$ cat src/rtl/acc_vec_engine.sv
// acc_vec_engine: streams byte vectors A and B through an 8-bit ALU
// and writes the results to a result memory, one element per cycle.
module acc_vec_engine #(
  parameter int N_BYTES = 1024,
  parameter int IDX_W   = 10
) (
  input  logic             HCLK,
  input  logic             HRESETn,
  input  logic             start,
  input  logic [IDX_W:0]   len,
  input  logic [1:0]       op,
  output logic             rd_en,
  output logic [IDX_W-1:0] rd_addr,
  input  logic [7:0]       a_rd_data,
  input  logic [7:0]       b_rd_data,
  output logic             wr_en,
  output logic [IDX_W-1:0] wr_addr,
  output logic [7:0]       wr_data,
  output logic             busy,
  output logic             done
);

  typedef enum logic [1:0] {
    IDLE  = 2'd0,
    RUN   = 2'd1,
    FLUSH = 2'd2,
    DONE  = 2'd3
  } state_t;

  localparam logic [IDX_W:0] MAX_LEN = (IDX_W+1)'(N_BYTES);
  localparam logic [IDX_W:0] ONE     = (IDX_W+1)'(1);

  state_t           state_q;
  state_t           state_d;
  logic [IDX_W:0]   len_q;
  logic [1:0]       op_q;
  logic [IDX_W-1:0] idx_q;
  logic             p_vld;
  logic [IDX_W-1:0] p_addr;
  logic [IDX_W:0]   last;
  logic             issue_last;
  logic             write_last;
  logic [8:0]       sum;
  logic [7:0]       prod;
  logic [7:0]       res;

  assign last       = len_q - ONE;
  assign issue_last = rd_en && ({1'b0, idx_q} == last);
  assign write_last = wr_en && ({1'b0, wr_addr} == last);

  assign rd_en   = (state_q == RUN);
  assign rd_addr = idx_q;
  assign busy    = (state_q == RUN) || (state_q == FLUSH);
  assign done    = (state_q == DONE);

  always_ff @(posedge HCLK or negedge HRESETn) begin
    if (!HRESETn) begin
      state_q <= IDLE;
    end else begin
      state_q <= state_d;
    end
  end

  always_comb begin
    state_d = state_q;
    unique case (state_q)
      IDLE: begin
        if (start) begin
          state_d = (len == '0) ? DONE : RUN;
        end
      end
      RUN: begin
        if (issue_last) begin
          state_d = FLUSH;
        end
      end
      FLUSH: begin
        if (write_last) begin
          state_d = DONE;
        end
      end
      DONE: begin
        if (!start) begin
          state_d = IDLE;
        end
      end
      default: state_d = IDLE;
    endcase
  end

  always_comb begin
    sum  = {1'b0, a_rd_data} + {1'b0, b_rd_data};
    prod = a_rd_data * b_rd_data;
    res  = sum[7:0];
    unique case (op_q)
      2'b00: res = sum[7:0];
      2'b01: res = a_rd_data - b_rd_data;
      2'b10: res = prod;
      2'b11: res = sum[8] ? 8'hFF : sum[7:0];
      default: res = sum[7:0];
    endcase
  end

  // Index counter holds on the last element so it can never wrap.
  always_ff @(posedge HCLK or negedge HRESETn) begin
    if (!HRESETn) begin
      len_q   <= '0;
      op_q    <= '0;
      idx_q   <= '0;
      p_vld   <= 1'b0;
      p_addr  <= '0;
      wr_en   <= 1'b0;
      wr_addr <= '0;
      wr_data <= '0;
    end else begin
      if (state_q == IDLE && start) begin
        len_q <= (len > MAX_LEN) ? MAX_LEN : len;
        op_q  <= op;
      end
      if (rd_en && !issue_last) begin
        idx_q <= idx_q + IDX_W'(1);
      end else if (state_q != RUN) begin
        idx_q <= '0;
      end
      p_vld  <= rd_en;
      p_addr <= idx_q;
      wr_en  <= p_vld;
      if (p_vld) begin
        wr_addr <= p_addr;
        wr_data <= res;
      end
    end
  end

endmodule

$ cat config.mk
export PLATFORM = sky130hd
export DESIGN_NAME = acc_vec_engine
export DESIGN_NICKNAME = d
export VERILOG_FILES = /design/src/rtl/acc_vec_engine.sv
export SDC_FILE = /design/constraint.sdc
export NUM_CORES = 1
export LEC_CHECK = 0
export BUFFER_PORTS_ARGS = -buffer_cell sky130_fd_sc_hd__clkbuf_2
export CAP_MARGIN = 15
export CORE_MARGIN = 5
export CORE_UTILIZATION = 40
export CTS_CLUSTER_DIAMETER = 120
export DETAILED_ROUTE_END_ITERATION = 16
export GPL_ROUTABILITY_DRIVEN = 1
export GPL_TIMING_DRIVEN = 0
export SLEW_MARGIN = 20
export SYNTH_ARGS = -nofsm -noshare
export SYNTH_HDL_FRONTEND = slang
export SYNTH_SLANG_ARGS = --single-unit
$ cat constraint.sdc
create_clock -name HCLK -period 2.8 [get_ports HCLK]
set_clock_uncertainty 0.05 [all_clocks]
set_input_delay 0.42 -clock HCLK [delete_from_list [all_inputs] [get_ports HCLK]]
set_output_delay 0.42 -clock HCLK [all_outputs]
set_load 0.1 [all_outputs]
# Yosys cells after proc, flatten, opt, wreduce, memory -nomap -nowiden
# Cells that the tools add are included.
[classes] multipliers=1 reduce_logical=11 mux=11 add_sub_neg=4 eq_ne=13 magnitude_cmp=1
[ops] cell="case mux 8 bit (4 select lines)" n=1
[ops] cell="== test 10 x 11 -> 1 bit" n=2
[ops] cell="2-to-1 mux 10 bit" n=2
[ops] cell="> comparator 11 bit, second input constant" n=1
[ops] cell="zero test 11 bit" n=1
[ops] cell="2-to-1 mux 11 bit" n=1
[ops] cell="subtractor 11 x 1 -> 11 bit, second input constant" n=1
[ops] cell="adder 10 x 1 -> 10 bit, second input constant" n=1
[ops] cell="2-to-1 mux 2 bit" n=5
[ops] cell="adder 8 x 8 -> 9 bit" n=1
[ops] cell="== test 2 bit, second input constant" n=4
[ops] cell="multiplier 8 x 8 -> 8 bit" n=1
[ops] cell="2-to-1 mux 8 bit" n=1
[ops] cell="case mux 2 bit (4 select lines)" n=1
[ops] cell="subtractor 8 bit" n=1
[ops] cell="inequality test 2 bit, second input constant" n=3
[ops] cell="== test 2 x 1 -> 1 bit, second input constant" n=2
[ops] cell="logical AND 1 bit" n=4
[ops] cell="zero test 2 bit" n=2
[ops] cell="inequality test 2 x 1 -> 1 bit, second input constant" n=2
[ops] cell="AND reduction 4 bit" n=1
[ops] cell="nonzero test 2 bit" n=1
[ops] cell="zero test 1 bit" n=1
[ops] cell="logical OR 1 bit" n=1
[word_totals] wordCells=50 reg_bits=55 input_bits=32 out_inout_bits=32

# Longest topological paths before layout
[logic_depth] depth_word=6 mapped_depth=16 mapped_depth_nobuf=16

# Worst setup path before layout
# Ideal clock, no wire load.
[synth_timing] path_type="input to register" startpoint="input port a_rd_data[2]" endpoint="register wr_data[7]" path_slack_ns=-0.891 n_path_buf=0 arrival_time_ns=3.507 stages=16 t_required_ns=2.616 setup_time_ns=0.134 cell_sequence="ha_1 inv_1 fa_1 inv_1 fa_1 ha_1 inv_1 fa_1 inv_1 ha_1 a21o_1 a21oi_1 xnor2_1 xnor2_1 o221ai_1 o22ai_1"
[synth_via] elab_chain_cells=3 word_cells_on_any_way=5 cone_classes="add/sub (2); mul (1); mux (2)"
[synth_lines] element="start, declared" line_no="14" text="input logic [7:0] a_rd_data,"
[synth_lines] element="parallel branches: the longest is 2 deep, another holds multiplier 8 x 8 -> 8 bit"
[synth_lines] element="case mux 8 bit (4 select lines) (*)" line_no="95" text="unique case (op_q)"
[synth_lines] element="end signal, assigned" line_no="130" text="wr_data <= res;"
[synth_lines] element="end, declared" line_no="18" text="output logic [7:0] wr_data,"
# Mark *: on every way between the ends.
# A chain may end at the register's enable or synchronous reset.

# Worst setup path in the final report
[layout_timing] startpoint="input port b_rd_data[2]" endpoint="register wr_data[7]"
[layout_via] elab_chain_cells=3 word_cells_on_any_way=5 cone_classes="add/sub (2); mul (1); mux (2)"
[layout_lines] element="start, declared" line_no="15" text="input logic [7:0] b_rd_data,"
[layout_lines] element="parallel branches: the longest is 2 deep, another holds multiplier 8 x 8 -> 8 bit"
[layout_lines] element="case mux 8 bit (4 select lines) (*)" line_no="95"
# Marked as above.

==> run_results.csv <==
group,metric,value,unit
outcome,status,"finished, violations left",
outcome,violations,"setup timing",
cts,clk_path_buf_depth,2,
detailed_routing,drt_iter0_drc,142,
sta,rsz0062_at_grt,"yes",
setup_path,start_kind,"input pin",
floorplanning,io_pins,64,
setup_path,path_class,"input pin to flop",
final_layout,layout_commonest_cell,"clkbuf_2",
sta,timing.hold.ws,0.165,ns
final_layout,area_growth,25.8,%
detailed_routing,drc,0,
detailed_routing,drt_wl_total,12000,um
global_route,track_usage,0.172,
cts,holdBufCountCts,0,
final_layout,nFillCells,1035,
final_layout,utilization,0.510,
sta,finalSetupViolations,4,
power_and_ir_drop,power_frac_seq,0.216,
cts,cts_buffers,5,
floorplanning,rows,39,
power_and_ir_drop,switching_power,2.88,mW
logic_synthesis,syn_nets,572,
setup_path,worst_setup_path_end_kind,"flop",
global_route,gr-total-overflow,0,
cts,clock_sinks,55,
power_and_ir_drop,p_leak,2.77,nW
final_layout,drive_above_1_share,0.314,
power_and_ir_drop,irDropWorstVdd,0.000792,V
power_and_ir_drop,powerDensity,969,mW/mm^2
logic_synthesis,ys_types,64,
setup_path,arrival,3.67,ns
flow_run,cap_viol_max_count,0,
logic_synthesis,synthFlopType,"dfrtp_1",
place,gp_congestion,0.902,
global_route,antenna_found_initial,0,
setup_path,crit_required,2.96,ns
floorplanning,dieArea,0.0138,sq mm
logic_synthesis,synth.top_cells.by_area,"dfrtp_1, ha_1, fa_1",
logic_synthesis,synthCells,489,
global_route,grt_pass1_vias,4023,
sta,setup_ws,-0.710,ns
sta,hold_violations,0,
min_path,hp-class,"input pin to async pin",
final_layout,n_antenna_cell,0,
final_layout,mostFrequentLayoutCells,"clkbuf_2, dfrtp_1, nand2_1",
floorplanning,initial_utilization,0.405,
global_route,grt_max_degree,56,
sta,max-slew-margin-rel,0.489,
logic_synthesis,syn_area_per_cell,9.42,sq um
logic_synthesis,yosysSeqAreaShare,0.299,
place,dp_hpwl,9040,um
global_route,grt_pass1_wl,19700,um
detailed_routing,vias_per_cell,5.24,
sta,max_freq,285,MHz
sta,worstMarginPinSlew,0.766,ns
logic_synthesis,synth_enable_flop_cells,0,
setup_path,cp_max_fo,6,
power_and_ir_drop,combPwrFrac,0.665,
floorplanning,die_w,117,um
sta,fin_crit_sh,1.25,
logic_synthesis,synth_area_leader_cell,"dfrtp_1",
detailed_routing,routedWlPerCell,16.5,um
cts,path_clk_slew,0.07,ns
detailed_routing,firstDrtPassIters,4,
place,port_buffers,62,
logic_synthesis,netlist_area,0.00461,sq mm
power_and_ir_drop,power_frac_clock,0.119,
sta,period_minus_slack,3.51,ns
sta,report.final.slew_viol_count,0,
cts,cts_tree,"yes",
detailed_routing,final_antenna_net_count,0,
cts,clock_latency,0.30,ns
sta,fin_setup_tns,-1.74,ns
logic_synthesis,synth_top_area_frac,0.299,
detailed_routing,vias,3804,
place,post-place-cells,694,
power_and_ir_drop,internal_power,2.74,mW
logic_synthesis,synth_seq_cells,55,
cts,root_buffer,"clkbuf_16",
power_and_ir_drop,switching_share,0.513,
cts,h-tree-depth,2,
final_layout,stdcell_count,726,
floorplanning,fp.dieH,117,um
logic_synthesis,postSynth.asyncResetShare,1.00,
setup_path,rr_worst_depth,9,
logic_synthesis,yosysWarningCount,0,
final_layout,final_nets,665,
floorplanning,coreArea,0.0114,sq mm
==> power groups by stage <==
stage / logic (mW) / clock network [mW] / registers, mW
6_report: 3.74 / 0.669 / 1.21
5_1_grt: 4.02 / 0.719 / 1.24
4_1_cts: 3.45 / 0.686 / 1.22
3_5_place_dp: 3.31 / 0 / 1.23
3_3_place_gp: 3.26 / 0 / 1.22
2_1_floorplan: 2.06 / 0 / 1.82
==> cells in the mapped netlist (3+ instances only) <==
| library cell | number |
|---|---|
| a211oi_1 | 3 |
| a21o_1 | 11 |
| a21oi_1 | 22 |
| a21oi_2 | 3 |
| a22o_1 | 4 |
| a31oi_1 | 4 |
| and2_1 | 16 |
| and3_1 | 5 |
| buf_6 | 3 |
| clkbuf_1 | 12 |
| dfrtp_1 | 55 |
| fa_1 | 14 |
| ha_1 | 37 |
| inv_1 | 40 |
| mux2_2 | 17 |
| mux2i_1 | 9 |
| nand2_1 | 37 |
| nand2b_1 | 18 |
| nand3_1 | 15 |
| nand3b_1 | 3 |
| nor2_1 | 23 |
| nor2b_1 | 8 |
| nor3_1 | 7 |
| nor4_1 | 4 |
| o21a_1 | 3 |
| o21ai_0 | 16 |
| o22ai_1 | 6 |
| or3_1 | 3 |
| xnor2_1 | 27 |
| xor2_1 | 23 |
==> through the flow <==
step | cell area (sq um) | setup slack, ns | power [mW]
after global routing | 5790 | -0.744 | 5.98
after CTS | 5590 | -0.668 | 5.35
final | 5790 | -0.710 | 5.62
after global placement | 5210 | -1.13 | 4.48
after detailed placement | 5220 | -1.15 | 4.54
after floorplan | 4720 | -0.618 | 3.88
==> registers in the layout, summed over array words and instances (netlist names) <==
name     flops
len_q       11
p_addr      10
rd_addr     10
wr_addr     10
wr_data      8
op_q         2
state_q      2
p_vld        1
wr_en        1
==> final cells by class <==
class                   count  area, sq um  share of cell area
well taps                 143          179              0.0309
multi-input cells         375         3220               0.555
repair buffers             88          612               0.106
clock buffers               5          125              0.0216
plain buffers              17         92.6              0.0160
flip-flops and latches     55         1390               0.239
clock inverters             3         31.3             0.00540
inverters                  40          153              0.0263
==> worst max-delay path, cell delays in order <==
cell       delay, ns
clkbuf_16       0.13
nand2_8         0.05
fa_2            0.37
fa_1            0.49
inv_2           0.04
fa_1            0.53
inv_1           0.05
fa_2            0.52
inv_2           0.04
ha_4            0.28
a21oi_4         0.06
xnor2_2         0.13
xnor2_1         0.21
o221ai_1        0.16
o22ai_1         0.17
==> per-layer routing <==
layer  GRT usage  share of wire  wire length (um)  up-vias
met5           0              0                 0        -
met2       0.322           0.53              6390       62
met3      0.0236          0.023               274       11
li1            -              -                 -     1868
met1       0.209           0.43              5180     1863
met4      0.0312          0.012               140        0
==> cells by family (layout without fill, tap and decap cells) <==
kind of cell | Yosys count | count (layout) | share of synthesized area
AO/OA/AOI/OAI | 101 | 101 | 0.158
XOR/XNOR | 50 | 50 | 0.0951
adder cells (fa/ha/maj) | 51 | 51 | 0.161
buffers and inverters | 59 | 153 | 0.0543
flip-flops | 55 | 55 | 0.299
multiplexers | 26 | 26 | 0.0611
AND/OR/NAND/NOR | 147 | 147 | 0.171
==> path summary, 6_finish.rpt <==
kind	startpoint	end	slack (ns)
worst max-delay path	b_rd_data[2]	wr_data[7]$_DFFE_PN0P_	-0.71
worst min-delay path	HRESETn	wr_data[4]$_DFFE_PN0P_	0.17
worst max register to register	len_q[4]$_DFFE_PN0P_	state_q[1]$_DFFE_PN0P_	0.09
worst min register to register	rd_addr[2]$_DFFE_PN0P_	p_addr[2]$_DFF_PN0_	0.36
max in group asynchronous	HRESETn	rd_addr[2]$_DFFE_PN0P_	1.99
min in group HCLK	len[7]	len_q[7]$_DFFE_PN0P_	0.31
==> repair_timing <==
| action | CTS | global route |
|---|---|---|
| setup buffers | 8 | 18 |
| setup endpoints to repair | 13 | 16 |
| pin swaps | 19 | 19 |
| gates resized for setup | 29 | 24 |
Power figures use the tool's default switching activity.
